### src/rtl/fetch_stage.sv
// fetch_stage: RV32I instruction-fetch stage.
// Keeps the fetch PC and issues one instruction-memory request at a time over a
// valid/ready handshake. Fetched words go into the IF/ID register, through a
// 1-entry hold buffer when decode is stalled. Execute redirects kill wrong-path
// fetches.
// Optional: define FETCH_BUBBLE_CNT_EN to add the BubbleCnt output, which counts
// unstalled cycles where IF/ID loads an invalid entry.
module fetch_stage #(
    parameter logic [31:0] RESET_PC  = 32'h0000_0000,
    parameter logic [31:0] NOP_INSTR = 32'h0000_0013
) (
    input  logic        clk,
    input  logic        rst,
    input  logic        StallD,
    input  logic        FlushD,
    input  logic        PCSrcE,
    input  logic [31:0] PCTargetE,
    output logic        imem_req_valid,
    input  logic        imem_req_ready,
    output logic [31:0] imem_addr,
    input  logic        imem_rsp_valid,
    input  logic [31:0] imem_rsp_data,
    output logic [31:0] PCF,
    output logic [31:0] InstrD,
    output logic [31:0] PCD,
    output logic [31:0] PCPlus4D,
    output logic        ValidD
`ifdef FETCH_BUBBLE_CNT_EN
    ,
    output logic [31:0] BubbleCnt
`endif
);

    localparam int unsigned XLEN    = 32;
    localparam logic [XLEN-1:0] PC_STEP = XLEN'(4);

    localparam logic [1:0] S_ISSUE = 2'd0;
    localparam logic [1:0] S_WAIT  = 2'd1;
    localparam logic [1:0] S_HOLD  = 2'd2;

    logic [1:0]      state_q,       state_d;
    logic [XLEN-1:0] pcf_q,         pcf_d;
    logic [XLEN-1:0] pc_inflight_q, pc_inflight_d;
    logic            drop_q,        drop_d;
    logic [XLEN-1:0] buf_instr_q,   buf_instr_d;
    logic [XLEN-1:0] buf_pc_q,      buf_pc_d;
    logic            ifid_valid_q,  ifid_valid_d;
    logic [XLEN-1:0] ifid_instr_q,  ifid_instr_d;
    logic [XLEN-1:0] ifid_pc_q,     ifid_pc_d;
    logic [XLEN-1:0] ifid_pcp4_q,   ifid_pcp4_d;

    logic            handshake;
    logic            deliver;
    logic [XLEN-1:0] dlv_instr;
    logic [XLEN-1:0] dlv_pc;

    // Request is a pure decode of the state, suppressed while reset is asserted
    assign imem_req_valid = (state_q == S_ISSUE) && !rst;
    assign imem_addr      = pcf_q;
    assign handshake      = (state_q == S_ISSUE) && imem_req_ready;

    // Next-state, fetch PC, hold buffer and IF/ID next values
    always_comb begin
        state_d       = state_q;
        pcf_d         = pcf_q;
        pc_inflight_d = pc_inflight_q;
        drop_d        = drop_q;
        buf_instr_d   = buf_instr_q;
        buf_pc_d      = buf_pc_q;
        ifid_valid_d  = ifid_valid_q;
        ifid_instr_d  = ifid_instr_q;
        ifid_pc_d     = ifid_pc_q;
        ifid_pcp4_d   = ifid_pcp4_q;
        deliver       = 1'b0;
        dlv_instr     = imem_rsp_data;
        dlv_pc        = pc_inflight_q;

        case (state_q)
            S_ISSUE: begin
                if (handshake) begin
                    pc_inflight_d = pcf_q;
                    pcf_d         = pcf_q + PC_STEP;
                    drop_d        = 1'b0;
                    state_d       = S_WAIT;
                end
            end
            S_WAIT: begin
                if (imem_rsp_valid) begin
                    state_d = S_ISSUE;
                    drop_d  = 1'b0;
                    // A flushed or killed response is simply not kept
                    if (!drop_q && !FlushD) begin
                        if (StallD) begin
                            buf_instr_d = imem_rsp_data;
                            buf_pc_d    = pc_inflight_q;
                            state_d     = S_HOLD;
                        end else begin
                            deliver = 1'b1;
                        end
                    end
                end
            end
            S_HOLD: begin
                if (FlushD) begin
                    state_d = S_ISSUE;
                end else if (!StallD) begin
                    deliver   = 1'b1;
                    dlv_instr = buf_instr_q;
                    dlv_pc    = buf_pc_q;
                    state_d   = S_ISSUE;
                end
            end
            default: begin
                state_d = S_ISSUE;
            end
        endcase

        // Redirect from execute wins over everything above
        if (PCSrcE) begin
            pcf_d   = PCTargetE;
            deliver = 1'b0;
            case (state_q)
                S_ISSUE: begin
                    state_d = handshake ? S_WAIT : S_ISSUE;
                    drop_d  = handshake;
                end
                S_WAIT: begin
                    state_d = imem_rsp_valid ? S_ISSUE : S_WAIT;
                    drop_d  = !imem_rsp_valid;
                end
                default: begin
                    state_d = S_ISSUE;
                    drop_d  = 1'b0;
                end
            endcase
        end

        // IF/ID: kill on redirect/flush, else hold on stall, else load or bubble
        if (PCSrcE || FlushD) begin
            ifid_valid_d = 1'b0;
            ifid_instr_d = NOP_INSTR;
        end else if (!StallD) begin
            if (deliver) begin
                ifid_valid_d = 1'b1;
                ifid_instr_d = dlv_instr;
                ifid_pc_d    = dlv_pc;
                ifid_pcp4_d  = dlv_pc + PC_STEP;
            end else begin
                ifid_valid_d = 1'b0;
                ifid_instr_d = NOP_INSTR;
            end
        end
    end

    // State and datapath registers with synchronous reset
    always_ff @(posedge clk) begin
        if (rst) begin
            state_q       <= S_ISSUE;
            pcf_q         <= RESET_PC;
            pc_inflight_q <= '0;
            drop_q        <= 1'b0;
            buf_instr_q   <= '0;
            buf_pc_q      <= '0;
            ifid_valid_q  <= 1'b0;
            ifid_instr_q  <= NOP_INSTR;
            ifid_pc_q     <= '0;
            ifid_pcp4_q   <= '0;
        end else begin
            state_q       <= state_d;
            pcf_q         <= pcf_d;
            pc_inflight_q <= pc_inflight_d;
            drop_q        <= drop_d;
            buf_instr_q   <= buf_instr_d;
            buf_pc_q      <= buf_pc_d;
            ifid_valid_q  <= ifid_valid_d;
            ifid_instr_q  <= ifid_instr_d;
            ifid_pc_q     <= ifid_pc_d;
            ifid_pcp4_q   <= ifid_pcp4_d;
        end
    end

    assign PCF      = pcf_q;
    assign InstrD   = ifid_instr_q;
    assign PCD      = ifid_pc_q;
    assign PCPlus4D = ifid_pcp4_q;
    assign ValidD   = ifid_valid_q;

`ifdef FETCH_BUBBLE_CNT_EN
    logic [XLEN-1:0] bubble_q, bubble_d;

    // Count unstalled cycles that load a bubble into IF/ID
    always_comb begin
        bubble_d = bubble_q;
        if (!StallD && !ifid_valid_d) begin
            bubble_d = bubble_q + XLEN'(1);
        end
    end

    // Bubble counter register
    always_ff @(posedge clk) begin
        if (rst) begin
            bubble_q <= '0;
        end else begin
            bubble_q <= bubble_d;
        end
    end

    assign BubbleCnt = bubble_q;
`endif

endmodule

### config.mk
export PLATFORM = sky130hd
export DESIGN_NAME = fetch_stage
export DESIGN_NICKNAME = d
export VERILOG_FILES = /design/src/rtl/fetch_stage.sv
export SDC_FILE = /design/constraint.sdc
export NUM_CORES = 1
export LEC_CHECK = 0
export CAP_MARGIN = 40
export CORE_MARGIN = 4
export CORE_UTILIZATION = 35
export CTS_CLUSTER_SIZE = 20
export DETAILED_ROUTE_END_ITERATION = 6
export GPL_ROUTABILITY_DRIVEN = 0
export PLACE_DENSITY = 0.68
export REMOVE_ABC_BUFFERS = 1
export SLEW_MARGIN = 20
export SYNTH_ARGS = -nofsm -noshare
export SYNTH_HDL_FRONTEND = slang
export SYNTH_SLANG_ARGS = --single-unit
### constraint.sdc
create_clock -name clk -period 8.2 [get_ports clk]
set_input_delay 1.64 -clock clk [delete_from_list [all_inputs] [get_ports clk]]
set_output_delay 1.64 -clock clk [all_outputs]
set_load 0.02 [all_outputs]
Yosys cells after proc, flatten, opt, wreduce, memory -nomap -nowiden
Index checks and enable logic that the tools add are counted.
- input bits: 71
- output and inout bits: 162
- flip-flop bits (word level): 228
- eq/ne operators: 5
- muxes and demuxes: 32
- reduce and logical (&&, ||, !) cells: 20
- bitwise logic cells: 2
- add/subtract/negate cells: 2
- operators by type and width (cell ; count):
    $mux W32 ; 9
    $add A32 B3 Y32 const B ; 2
    $mux W2 ; 7
    $reduce_and A3 Y1 ; 4
    $mux W1 ; 11
    $pmux W1 S2 ; 4
    $ne A3 B3 Y1 const B ; 2
    $pmux W2 S3 ; 1
    $logic_not A1 Y1 ; 4
    $ne A4 B4 Y1 const B ; 1
    $reduce_and A2 Y1 ; 2
    $reduce_and A4 Y1 ; 1
    $reduce_bool A2 Y1 ; 2
    $logic_and A1 B1 Y1 ; 3
    $reduce_bool A3 Y1 ; 1
    $eq A2 B1 Y1 const B ; 1
    $eq A2 B2 Y1 const B ; 1
    $logic_not A2 Y1 ; 1
    $not A1 Y1 ; 2
    $reduce_or A2 Y1 ; 1
    $logic_or A1 B1 Y1 ; 1

Longest topological paths before layout
- depth in word-level cells: 7
- depth in mapped cells: 15
- depth with buffers taken out: 11

Least setup slack after synthesis
OpenSTA, ideal clock, no wires.
- kind: input-to-reg
- start: input port FlushD
- end: register ifid_pcp4_q[22] (netlist: PCPlus4D[22])
- setup time: 0.122 ns
- path buffers: 4
- stages: 13
- path slack: 3.378 ns
- data arrival time: 4.700 ns
- data required time: 8.078 ns
- cell sequence: buf_2 nor3b_2 buf_2 buf_2 clkbuf_1 nand2_1 nand2_1 ha_1 nand3_1 nor4_1 o21a_1 a311oi_1 a311o_1
- RTL lines (item ; RTL line ; RTL):
    start, declared ; 15 ; input logic FlushD,
    $mux W32 ; 104 ; if (FlushD) begin
    $mux W32 ; 78 ; case (state_q)
    via dlv_pc[3] ; 55 ; logic [XLEN-1:0] dlv_pc;
    $add A32 B3 Y32 ; 147 ; ifid_pcp4_d = dlv_pc + PC_STEP;
    end signal, assigned ; 178 ; ifid_pcp4_q <= ifid_pcp4_d;
    end, declared ; 50 ; logic [XLEN-1:0] ifid_pcp4_q, ifid_pcp4_d;
The timed path passes the listed nets, and every way through them passes these cells.
A chain may end at the register's enable or synchronous reset.

Final worst setup path
- start: input port StallD
- end: register ifid_pcp4_q[22] (netlist: PCPlus4D[22])
- RTL lines (item ; RTL line ; RTL):
    start, declared ; 14 ; input logic StallD,
    $mux W32 ; n/a ;
    $mux W32 ; 104 ;
    $mux W32 ; 78 ;
    via dlv_pc[3] ; 55 ;
    $add A32 B3 Y32 ; 147 ;
The timed path passes the listed nets, and every way through them passes these cells.

==> results.txt <==
- Across the run, the number of max-cap violations was 0.
* Post-synth top area cell: dfxtp_1
- Number of clock sinks: 226
- Setup repair after global routing left no endpoint under its margin.
* Hold violation count in the final report: 0
- Ys async rst share: 0%
- Final Slew Violations: 0
- The filler cells instantiated in the layout total about 2900.
- Wire length of the first global-routing pass: 53400 um
- Post-CTS resize count: 0
- Path category of the worst min-delay check: flop to flop
- Footprint of the multi-input gates: ~5400 sq um
* TritonCTS Buffers: 26
- Overall via count from detail_route: about 10000
* Max-Slew Margin vs Limit: between 40% and 50%
* Required arrival time at the worst endpoint: 8.61 ns
- Fin crit share: between 50% and 60%
- The number of hold buffers added after CTS was 0.
- Post-layout minimum cycle time: 4.84 ns
* DR WL/cell: about 17 um
- Width of the die: 182 um
* Syn-to-layout area delta: 30.4%
* Largest net degree at the start of global routing: between 70 and 80
- Remaining global-route overflow: 0
* Clk_lat worst skew: between 0.5 and 0.6 ns
- The die covers around 33000 sq um.
- For the worst setup path, the data arrival time is ~5.3 ns.
- Timing would allow up to approximately 0.21 GHz.
* Register Area: 4520 sq um
* Share of the synthesized area in the top cell type: between 40 and 50%
* Result of the run: finished clean
- Post-CTS Setup Inserts: 0
- CP Launch Type: input port
- Number of stages on the worst hold path: 2
* Count of endpoints failing setup in the final report: 0
* Crit end category: flop
- Share of the yosys chip area belonging to registers: between 40% and 50%
- In this run the clock root is driven by a clkbuf_16.
* Starting density of the core: approximately 36%
- Most frequent cells in the layout: nand2_1 (359), clkdlybuf4s50_1 (231), dfxtp_1 (226)
- CTS Buffer Depth: 3
* Most used flip-flop cell after synthesis: dfxtp_1
- Total power per unit cell area: around 180 nW/um^2
- Least-Margin Pin Slew: between 0.8 and 0.9 ns
- Yosys mapped a number of flops with a built-in enable equal to 0.
* Post-detailed-routing wire length: 33600 um
- Between clock sinks in the finished design, the worst skew comes to 0.0209 ns.
- Dividing the synthesized area by the synthesized cell count gives 7.65 sq um.
- The worst setup path is of the input port to flop kind.
* Cells after synthesis: 1382
- Number of register bits inferred by synthesis: 226
- Number of antenna violations at the first check in global routing: 1
- Adding up every negative setup slack in the final design gives 0 ns.
- Std cell rows: 63
* Iteration-0 DRC count of the detailed router: between 800 and 900
* Post-detailed-route DRC marker count: 0
- Counting cells, the worst reg-to-reg path comes to 13.
- For this run, the share of the core covered by cells in the final layout is roughly 46%.
- Worst-case register-to-register setup slack: 4.46 ns
- Clock transition time at the flip-flop clock pins of the worst setup and hold paths: ~0.060 ns
- Leaving out fill and tap cells, the most frequent cell in the layout is nand2_1.
- Worst-path maximum fanout: 54
- The pre-antenna-repair detailed-routing pass consisted of 5 iterations.
- The worst-case IR drop observed on VDD is between 100 and 150 uV.
* Level count of the clock H-tree: 1
- Top post-synthesis cells by area: dfxtp_1 (43%), nand2_1 (13%), a21oi_1 (8.6%), nor2_1 (3.3%), clkbuf_1 (2.9%)
- Global routing consumed, over all layers together, 19.3% of the routing resources.
* Core footprint: just under 30000 sq um
* Via count of the first global-routing pass: around 10000
* Number of buffers inserted by port buffering: between 200 and 250
* Vias per inst: about 5.3
- The final layout contains between 1500 and 2000 nets.
- Distinct cell type count of the synthesized netlist: 59
- Lkg Pwr: around 4.6 nW
- Count of antenna-violating nets left after detailed routing: 0
* Vertical extent of the die: around 180 um
- HPWL after detailed placement: approximately 23000 um
- The post-route netlist has between 5 and 6% of its cells at a drive strength greater than 1.
* Post-Syn Area: between 10000 and 15000 sq um
* Count of yosys warnings during synthesis: 0
- I/O pin cnt: 233
- TritonCTS built the clock tree.
## area by class of cell
cell class                 count  share of cell area [%]
antenna                        1                  0.0182
clock buffer                  37                    5.61
clock inverter                10                   0.581
inverter                      12                   0.327
multi-input combinational   1008                    38.9
sequential                   226                    32.8
tap                          390                    3.54
timing repair buffer         252                    18.2
## report_power, final
part / switching, mW / internal [mW]
combinational: 0.129 / 0.103
sequential: 0.0328 / 1.12
clock: 0.455 / 0.685
## synth_stat cells (all sizes together), types with 11 or more instances
library cell,number
a211oi,16
a21oi,182
a311oi,14
and3,14
buf,53
clkbuf,83
dfxtp,226
inv,11
mux2,13
mux2i,29
nand2,360
nand3,59
nand4,24
nor2,92
nor3,32
nor4,12
o21ai,28
xnor2,22
## critical path, cell delays in order
cell and delay [ns]:
clkdlybuf4s50_1 0.39, buf_4 0.25, nor3b_4 0.22, buf_4 0.56, nand2_1 0.16, nand2_1 0.10
ha_1 0.23, nand3_1 0.16, nor4_1 0.42, clkbuf_2 0.24, o21a_1 0.33, a311oi_1 0.15
a311o_1 0.35
## registers in the layout, summed over array words and instances (netlist names)
register and cells:
InstrD 32, PCD 32, PCF 32, PCPlus4D 30
ValidD 1, buf_instr_q 32, buf_pc_q 32, drop_q 1
pc_inflight_q 32, state_q 2
## logic make-up (layout without fill, tap and decap cells)
group                    count (synthesis)  count (layout)  synth area share, %
AO/OA/AOI/OAI                          290             290                 16.3
multiplexers                            42              42                 4.13
buffers and inverters                  148             311                 6.72
XOR/XNOR                                26              26                 2.15
AND/OR/NAND/NOR                        645             645                 27.3
flip-flops                             226             226                 42.8
adder cells (fa/ha/maj)                  5               5                0.592
other                                    0               1                    0
## per-layer routing
metal / vias up / GRT usage, % / wire (um)
li1: 5036 / - / -
met1: 4851 / 25.4 / 14500
met2: 358 / 32.5 / 16000
met3: 53 / 3.10 / 2240
met4: 0 / 6.06 / 865
met5: - / 0 / 0
## per-stage QoR
step	instances	hold slack [ns]	instance area, sq um	total power [mW]	worst slack (ns)
global route	1936	0.468	13800	2.62	3.18
floorplan	1246	0.428	9900	1.26	2.56
global placement	1884	0.440	12900	1.40	2.72
detailed placement	1886	0.447	12900	1.40	2.59
CTS	1933	0.455	13700	2.54	3.12
finish	1936	0.453	13800	2.52	3.36
## final timing paths
check / from / endpoint
setup / recovery: StallD / PCPlus4D[22]
hold / removal: PCPlus4D[5] / PCPlus4D[5]
setup reg to reg: state_q[0] / PCPlus4D[22]
hold reg to reg: PCPlus4D[5] / PCPlus4D[5]
Power figures use the tool's default switching activity.
